File: src/rtl/axi_addr_route_arb.sv
// axi_addr_route_arb: AXI address-channel router with range decode, base strip, per-target round-robin and registered slots.
// Define AXI_DECERR_EN to send unmapped requests to a decode-error slot instead of DEFAULT_S.
module axi_addr_route_arb #(
  parameter int NO_M = 4,
  parameter int NO_S = 6,
  parameter int ADDR_W = 32,
  parameter int M_ID_W = 9,
  parameter int S_ID_W = 11,
  parameter int LEN_W = 8,
  parameter logic [NO_S*ADDR_W-1:0] S_START = {32'h202000, 32'h200000, 32'h100000, 32'h4000, 32'h2000, 32'h0},
  parameter logic [NO_S*ADDR_W-1:0] S_END = {32'h203fff, 32'h201fff, 32'h1fffff, 32'h7fff, 32'h3fff, 32'hfff},
  parameter int DEFAULT_S = 0
) (
  input  logic                     ACLK,
  input  logic                     ARESET,
  input  logic [NO_M-1:0]          m_avalid,
  output logic [NO_M-1:0]          m_aready,
  input  logic [NO_M*ADDR_W-1:0]   m_aaddr,
  input  logic [NO_M*M_ID_W-1:0]   m_aid,
  input  logic [NO_M*LEN_W-1:0]    m_alen,
  output logic [NO_S-1:0]          s_avalid,
  input  logic [NO_S-1:0]          s_aready,
  output logic [NO_S*ADDR_W-1:0]   s_aaddr,
  output logic [NO_S*S_ID_W-1:0]   s_aid,
  output logic [NO_S*LEN_W-1:0]    s_alen,
  output logic                     decerr_valid,
  input  logic                     decerr_ready,
  output logic [S_ID_W-1:0]        decerr_id
);
  localparam int MW = $clog2(NO_M);
  localparam int NT = NO_S + 1;
  localparam int TW = $clog2(NT);
`ifdef AXI_DECERR_EN
  localparam int MISS_T = NO_S;
`else
  localparam int MISS_T = DEFAULT_S;
`endif
  if (S_ID_W < M_ID_W + MW) begin : g_id_chk
    $error("S_ID_W too narrow to hold master index and master ID");
  end
  function automatic logic [MW-1:0] rot(input logic [MW-1:0] b, input int k);
    return MW'((int'(b) + k) % NO_M);
  endfunction
  logic [TW-1:0]     w_tgt [NO_M];
  logic [ADDR_W-1:0] w_off [NO_M];
  logic [S_ID_W-1:0] w_xid [NO_M];
  logic [LEN_W-1:0]  w_len [NO_M];
  logic [NT-1:0]     w_rdy, w_load, w_any;
  logic [MW-1:0]     w_win [NT];
  logic [NT-1:0]     r_valid;
  logic [ADDR_W-1:0] r_addr [NT];
  logic [S_ID_W-1:0] r_id [NT];
  logic [LEN_W-1:0]  r_len [NT];
  logic [MW-1:0]     r_rr [NT];
  assign w_rdy = {decerr_ready, s_aready};
  assign w_load = ~r_valid | w_rdy;
  // Descending scan so the lowest-indexed matching slave is the last writer.
  always_comb begin
    for (int i = 0; i < NO_M; i++) begin
      w_tgt[i] = TW'(MISS_T);
      w_off[i] = m_aaddr[i*ADDR_W +: ADDR_W];
      w_xid[i] = S_ID_W'({MW'(i), m_aid[i*M_ID_W +: M_ID_W]});
      w_len[i] = m_alen[i*LEN_W +: LEN_W];
      for (int s = NO_S - 1; s >= 0; s--)
        if (m_aaddr[i*ADDR_W +: ADDR_W] >= S_START[s*ADDR_W +: ADDR_W] &&
            m_aaddr[i*ADDR_W +: ADDR_W] <= S_END[s*ADDR_W +: ADDR_W]) begin
          w_tgt[i] = TW'(s);
          w_off[i] = m_aaddr[i*ADDR_W +: ADDR_W] - S_START[s*ADDR_W +: ADDR_W];
        end
    end
  end
  always_comb begin
    m_aready = '0;
    for (int t = 0; t < NT; t++) begin
      w_any[t] = 1'b0;
      w_win[t] = '0;
      for (int k = NO_M - 1; k >= 0; k--)
        if (m_avalid[rot(r_rr[t], k)] && w_tgt[rot(r_rr[t], k)] == TW'(t)) begin
          w_any[t] = 1'b1;
          w_win[t] = rot(r_rr[t], k);
        end
      if (w_any[t] && w_load[t] && !ARESET) m_aready[w_win[t]] = 1'b1;
    end
  end
  always_ff @(posedge ACLK)
    if (ARESET) begin
      r_valid <= '0;
      r_addr <= '{default: '0};
      r_id <= '{default: '0};
      r_len <= '{default: '0};
      r_rr <= '{default: '0};
    end else
      for (int t = 0; t < NT; t++)
        if (w_load[t]) begin
          r_valid[t] <= w_any[t];
          if (w_any[t]) begin
            r_addr[t] <= w_off[w_win[t]];
            r_id[t] <= w_xid[w_win[t]];
            r_len[t] <= w_len[w_win[t]];
            r_rr[t] <= (w_win[t] == MW'(NO_M - 1)) ? '0 : w_win[t] + 1'b1;
          end
        end
  for (genvar s = 0; s < NO_S; s++) begin : g_out
    assign s_aaddr[s*ADDR_W +: ADDR_W] = r_addr[s];
    assign s_aid[s*S_ID_W +: S_ID_W] = r_id[s];
    assign s_alen[s*LEN_W +: LEN_W] = r_len[s];
  end
  assign s_avalid = r_valid[NO_S-1:0];
`ifdef AXI_DECERR_EN
  assign decerr_valid = r_valid[NO_S];
  assign decerr_id = r_id[NO_S];
`else
  assign decerr_valid = 1'b0;
  assign decerr_id = '0;
`endif
endmodule

File: config.mk
export PLATFORM = sky130hd
export DESIGN_NAME = axi_addr_route_arb
export DESIGN_NICKNAME = d
export VERILOG_FILES = /design/src/rtl/axi_addr_route_arb.sv
export SDC_FILE = /design/constraint.sdc
export NUM_CORES = 1
export LEC_CHECK = 0
export CAP_MARGIN = 20
export CELL_PAD_IN_SITES_DETAIL_PLACEMENT = 1
export CELL_PAD_IN_SITES_GLOBAL_PLACEMENT = 2
export CORE_AREA = 2 2 267 322
export DETAILED_ROUTE_END_ITERATION = 12
export DIE_AREA = 0 0 269 324
export HOLD_SLACK_MARGIN = 0.06
export PLACE_DENSITY_LB_ADDON = 0.1
export SLEW_MARGIN = 20
export SYNTH_ARGS = -nofsm -noshare
export SYNTH_HDL_FRONTEND = slang
export SYNTH_SLANG_ARGS = --single-unit
File: constraint.sdc
create_clock -name ACLK -period 9.75 [get_ports ACLK]
set_input_delay 1.95 -clock ACLK [delete_from_list [all_inputs] [get_ports ACLK]]
set_output_delay 1.95 -clock ACLK [all_outputs]
set_load 0.02 [all_outputs]
Word level (Yosys, flattened, before mapping)

Cells that the tools add are included.

Flip-flop bits (word level): 327
Input bits: 209

Add/subtract/negate cells: 48
Magnitude comparators: 124
Equality and inequality tests: 31
Mux-type cells: 326
Bitwise operators: 42
Reductions and logical operators: 85

Operators by type and width:

| kind                     | number |
|---|---|
| $mux W32                 | 36 |
| $bmux W32 S2             | 6 |
| $ge A32 B22 Y1 const B   | 8 |
| $le A32 B22 Y1 const B   | 8 |
| $sub A32 B22 Y32 const B | 8 |
| $mux W3                  | 80 |
| $bmux W3 S2              | 28 |
| $bmux W11 S2             | 6 |
| $mux W11                 | 12 |
| $ge A32 B1 Y1 const B    | 4 |
| $ge A32 B14 Y1 const B   | 4 |
| $ge A32 B15 Y1 const B   | 4 |
| $ge A32 B21 Y1 const B   | 4 |
| $le A32 B12 Y1 const B   | 4 |
| $le A32 B14 Y1 const B   | 4 |
| $le A32 B15 Y1 const B   | 4 |
| $le A32 B21 Y1 const B   | 4 |
| $sub A32 B14 Y32 const B | 4 |
| $sub A32 B15 Y32 const B | 4 |
| $sub A32 B21 Y32 const B | 4 |
| $lt A2 B3 Y1 const B     | 35 |
| $ge A3 B3 Y1 const B     | 34 |
| $not A2 Y3               | 34 |
| $bmux W8 S2              | 6 |
| other kinds (20)         | 311 |

Longest topological paths before layout

Depth after elaboration: 34
Depth in mapped cells: 21
Depth with buffers taken out: 16

Worst setup path after synthesis

Ideal clock, no wire load.

Kind: input port to output port
Start point: input port m_aaddr[117]
End point: output port m_aready[3]
Arrival: 6.006 ns
Required time: 7.800 ns
Path slack: 1.794 ns
Cell stages on the path: 18
Path buffers: 3
Cell sequence: inv_1 -> ha_1 -> or3b_2 -> or4_1 -> a21oi_1 -> a21o_1 -> nand2_1 -> o21ai_0 -> and2_1 -> a21boi_0 -> and4b_1 -> buf_2 -> buf_2 -> buf_2 -> inv_1 -> ha_1 -> a22oi_1 -> a31oi_1

RTL lines:

| item               | line | RTL |
|---|---|---|
| start: declaration | 18   | `input logic [NO_M*ADDR_W-1:0] m_aaddr,` |
| end: declaration   | 17   | `output logic [NO_M-1:0] m_aready,` |

==> flow_summary.yaml <==
synthesis:
  ys_warn_count: 0
  synth_edf_count: 0
  postSynthAreaPerCell_um2: 7.62
  yosysUniqueCellTypes: 118
  yosysSeqAreaShare_pct: 23.6
  synthCells: 3606
  async_flop_share_pct: 0
  syn_area_um2: 27500
  synth_ff_type: "dfxtp_1"
  synth_seq_cells: 324
finish:
  final_common_cell: "clkdlybuf4s50_1"
  register_area_um2: 6490
  syn2layout_area_growth_pct: 35.6
  fill_cells: 10134
  multi_input_area_um2: 19400
  drive_above_1_share_pct: 15.9
  layout_common_cells: "522 x clkdlybuf4s50_1, 383 x nand2_1, 371 x buf_4"
  nets: 4526
place:
  numPortBuffers: 523
  gp_congestion: 1.02
  dpl.hpwl_um: 132000
route:
  via_per_inst: 6.24
  dr.pass1.iters: 5
  via_count: 33729
  routed_wl_um: 173000
  drc: 0
  wire_per_inst_um: 32.0
  drt_iter0_drc: 2941
  final_antenna_net_count: 0
die:
  die_w_um: 269
  dieArea_um2: 87200
  rows: 117
  io_pins: 537
  die_y_um: 324
  initial_core_util_pct: 32.6
  coreArea_um2: 84200
cts:
  path_clk_slew_ps: 50
  htree_levels: 2
  cts_tree: "built"
  cts_made_buffers: 42
  post_cts_buffers: 0
  cts-root-buf: "clkbuf_16"
  cts_sinks: 324
  clock_latency_ps: 610
  clockBufferDepth: 3
worst_setup_path:
  timing.rr.end: "s_aaddr[44]"
  r2r-start: "r_rr[11]"
  setup.worst_path.start_class: "input port"
  end_kind: "output port"
  crit_required_ps: 7800
  reg2reg_depth: 10
  cp_max_fo: 6
  crit_type: "in2out"
  ff2ff_setup_slack_ps: 5400
  worstPathArrival_ps: 7540
sta:
  skew_ps: 28.1
  layout_min_cycle_time_ps: 9490
  slew_violations: 0
  fmax_mhz: 105
  period_share_pct: 97.3
  rsz0062_at_grt: "no"
  hold_viol: 0
  relSlewSlack_pct: 20.6
  worstMarginPinSlew_ps: 1170
  tns_ps: 0
  setup_viol: 0
grt:
  grtUsageTotal_pct: 38.5
  grt_pass1_wl_um: 244000
  use_met2_pct: 64.1
  grt_max_degree: 59
  grt_pass1_vias: 33501
  grt.overflow.total: 0
  grt_busiest_layer: "met2"
  antenna_found_initial: 6
  met3_usage_pct: 9.47
  use_met1_pct: 44.1
pwr:
  max-vdd-ir-drop_uv: 192
  powerDensity_nw_per_um2: 153
  leakage_nw: 14.3
  p_total_mw: 5.70
worst_hold_path:
  min_delay_path_depth: 2
  hold_path.class: "reg2reg"
  min_to: "s_aaddr[157]"
  hold_start: "s_aaddr[157]"
run_status:
  status: "completed"
flow_run:
  cap_violations: 0
-- metal layers --
metal / part of all wire (%) / routed length [µm] / up-vias
met4: 7.1 / 12200 / 6
met5: 0.023 / 40 / -
met1: 38 / 66000 / 16878
met3: 8.2 / 14100 / 420
li1: - / - / 14931
met2: 47 / 80700 / 1494
-- cells in the mapped netlist (all sizes together), types with 14 or more instances --
| cell type | n | area, µm² |
|---|---|---|
| o22a | 26 | 228 |
| mux4 | 19 | 428 |
| a22oi | 63 | 492 |
| or2 | 25 | 156 |
| o31ai | 20 | 179 |
| o22ai | 62 | 388 |
| ha | 80 | 1000 |
| a31oi | 52 | 325 |
| or3 | 38 | 238 |
| o21ai | 270 | 1400 |
| nor3 | 111 | 593 |
| a21o | 29 | 218 |
| o221ai | 27 | 243 |
| nand4 | 63 | 394 |
| and3 | 49 | 307 |
| buf | 118 | 716 |
| a221o | 37 | 370 |
| o211ai | 77 | 592 |
| inv | 81 | 304 |
| o21a | 21 | 158 |
| a22o | 23 | 201 |
| a32oi | 14 | 123 |
| and2 | 33 | 206 |
| a2111oi | 14 | 185 |
| nor2 | 308 | 1180 |
| a211oi | 40 | 300 |
| mux2i | 195 | 1950 |
| nor4 | 60 | 437 |
| dfxtp | 324 | 6490 |
| nand2b | 15 | 96.3 |
| clkbuf | 204 | 767 |
| and4 | 25 | 219 |
| a21oi | 279 | 1410 |
| nand2 | 383 | 1440 |
| or4 | 21 | 169 |
| nand3 | 80 | 425 |
| mux2 | 88 | 991 |
-- power by group --
group | total [mW] | leakage, nW | switching, mW | internal [mW]
Clock | 1.79 | 0.750 | 0.724 | 1.07
Combinational | 2.24 | 11.0 | 1.41 | 0.834
Sequential | 1.66 | 2.63 | 0.153 | 1.51
Total | 5.70 | 14.3 | 2.29 | 3.41
-- state kept, by name (all words and copies together), names as in the netlist --
name     flops
r_valid      6
s_alen      48
s_aid       66
s_aaddr    192
r_rr        12
-- through the flow --
stage | setup WS, ps | hold slack [ps] | util [%] | std cells | cell area, µm²
6_report | 263 | 435 | 44.3 | 5403 | 37300
5_1_grt | 0.484 | 451 | 44.3 | 5403 | 37300
4_1_cts | 260 | 438 | 44.2 | 5398 | 37200
3_5_place_dp | 297 | 432 | 42.4 | 5321 | 35700
3_3_place_gp | 310 | 425 | 42.4 | 5321 | 35700
2_1_floorplan | 1790 | 488 | - | 3617 | 27500
-- critical path: stages --
cell             delay [ps]
clkdlybuf4s50_1         530
and4_1                  650
nand4_1                 380
o32a_1                  480
nor3_1                  210
buf_4                   150
nand2_1                 260
or3_1                   450
o21ai_1                 270
a21oi_1                 120
a2111oi_1               530
buf_4                   250
inv_1                    70
ha_1                    180
a22oi_1                 180
a31oi_1                 140
buf_4                   170
clkdlybuf4s50_1         530
-- cells by family (layout without fill, tap and decap cells) --
family	Yosys count	after routing	synth area share, %
buffers and inverters	407	1060	6.56
adders and majority gates	80	80	3.64
and+or+nand+nor	1258	1258	22.8
xor gates and xnor gates	5	5	0.159
DFF	324	324	23.6
AOI/OAI and AO/OA	1229	1229	31.0
muxes	302	302	12.3
other	1	15	0.0136
-- worst max path at each step --
stage | start | end | cells past startpoint
3_3_place_gp | m_aaddr[66] | m_aready[3] | 17
6_report | m_aaddr[69] | m_aready[1] | 18
5_1_grt | m_aaddr[66] | m_aready[1] | 20
3_5_place_dp | m_aaddr[66] | m_aready[1] | 18
4_1_cts | m_aaddr[66] | m_aready[1] | 18
2_1_floorplan | m_aaddr[117] | m_aready[3] | 18
-- area by class of cell --
class	count	area share, %
antenna	3	0.0202
multi-input combinational	2886	52.0
clock inverter	15	0.689
tap	1130	3.80
inverter	85	0.860
timing repair buffer	898	21.8
clock buffer	62	3.43
sequential	324	17.4
-- timing repair --
action                                  4_1_cts  5_1_grt
hold buffers                                  0        0
endpoints found under the setup margin        0        4
gates resized for setup                       0        2
Power figures use the tool's default switching activity.
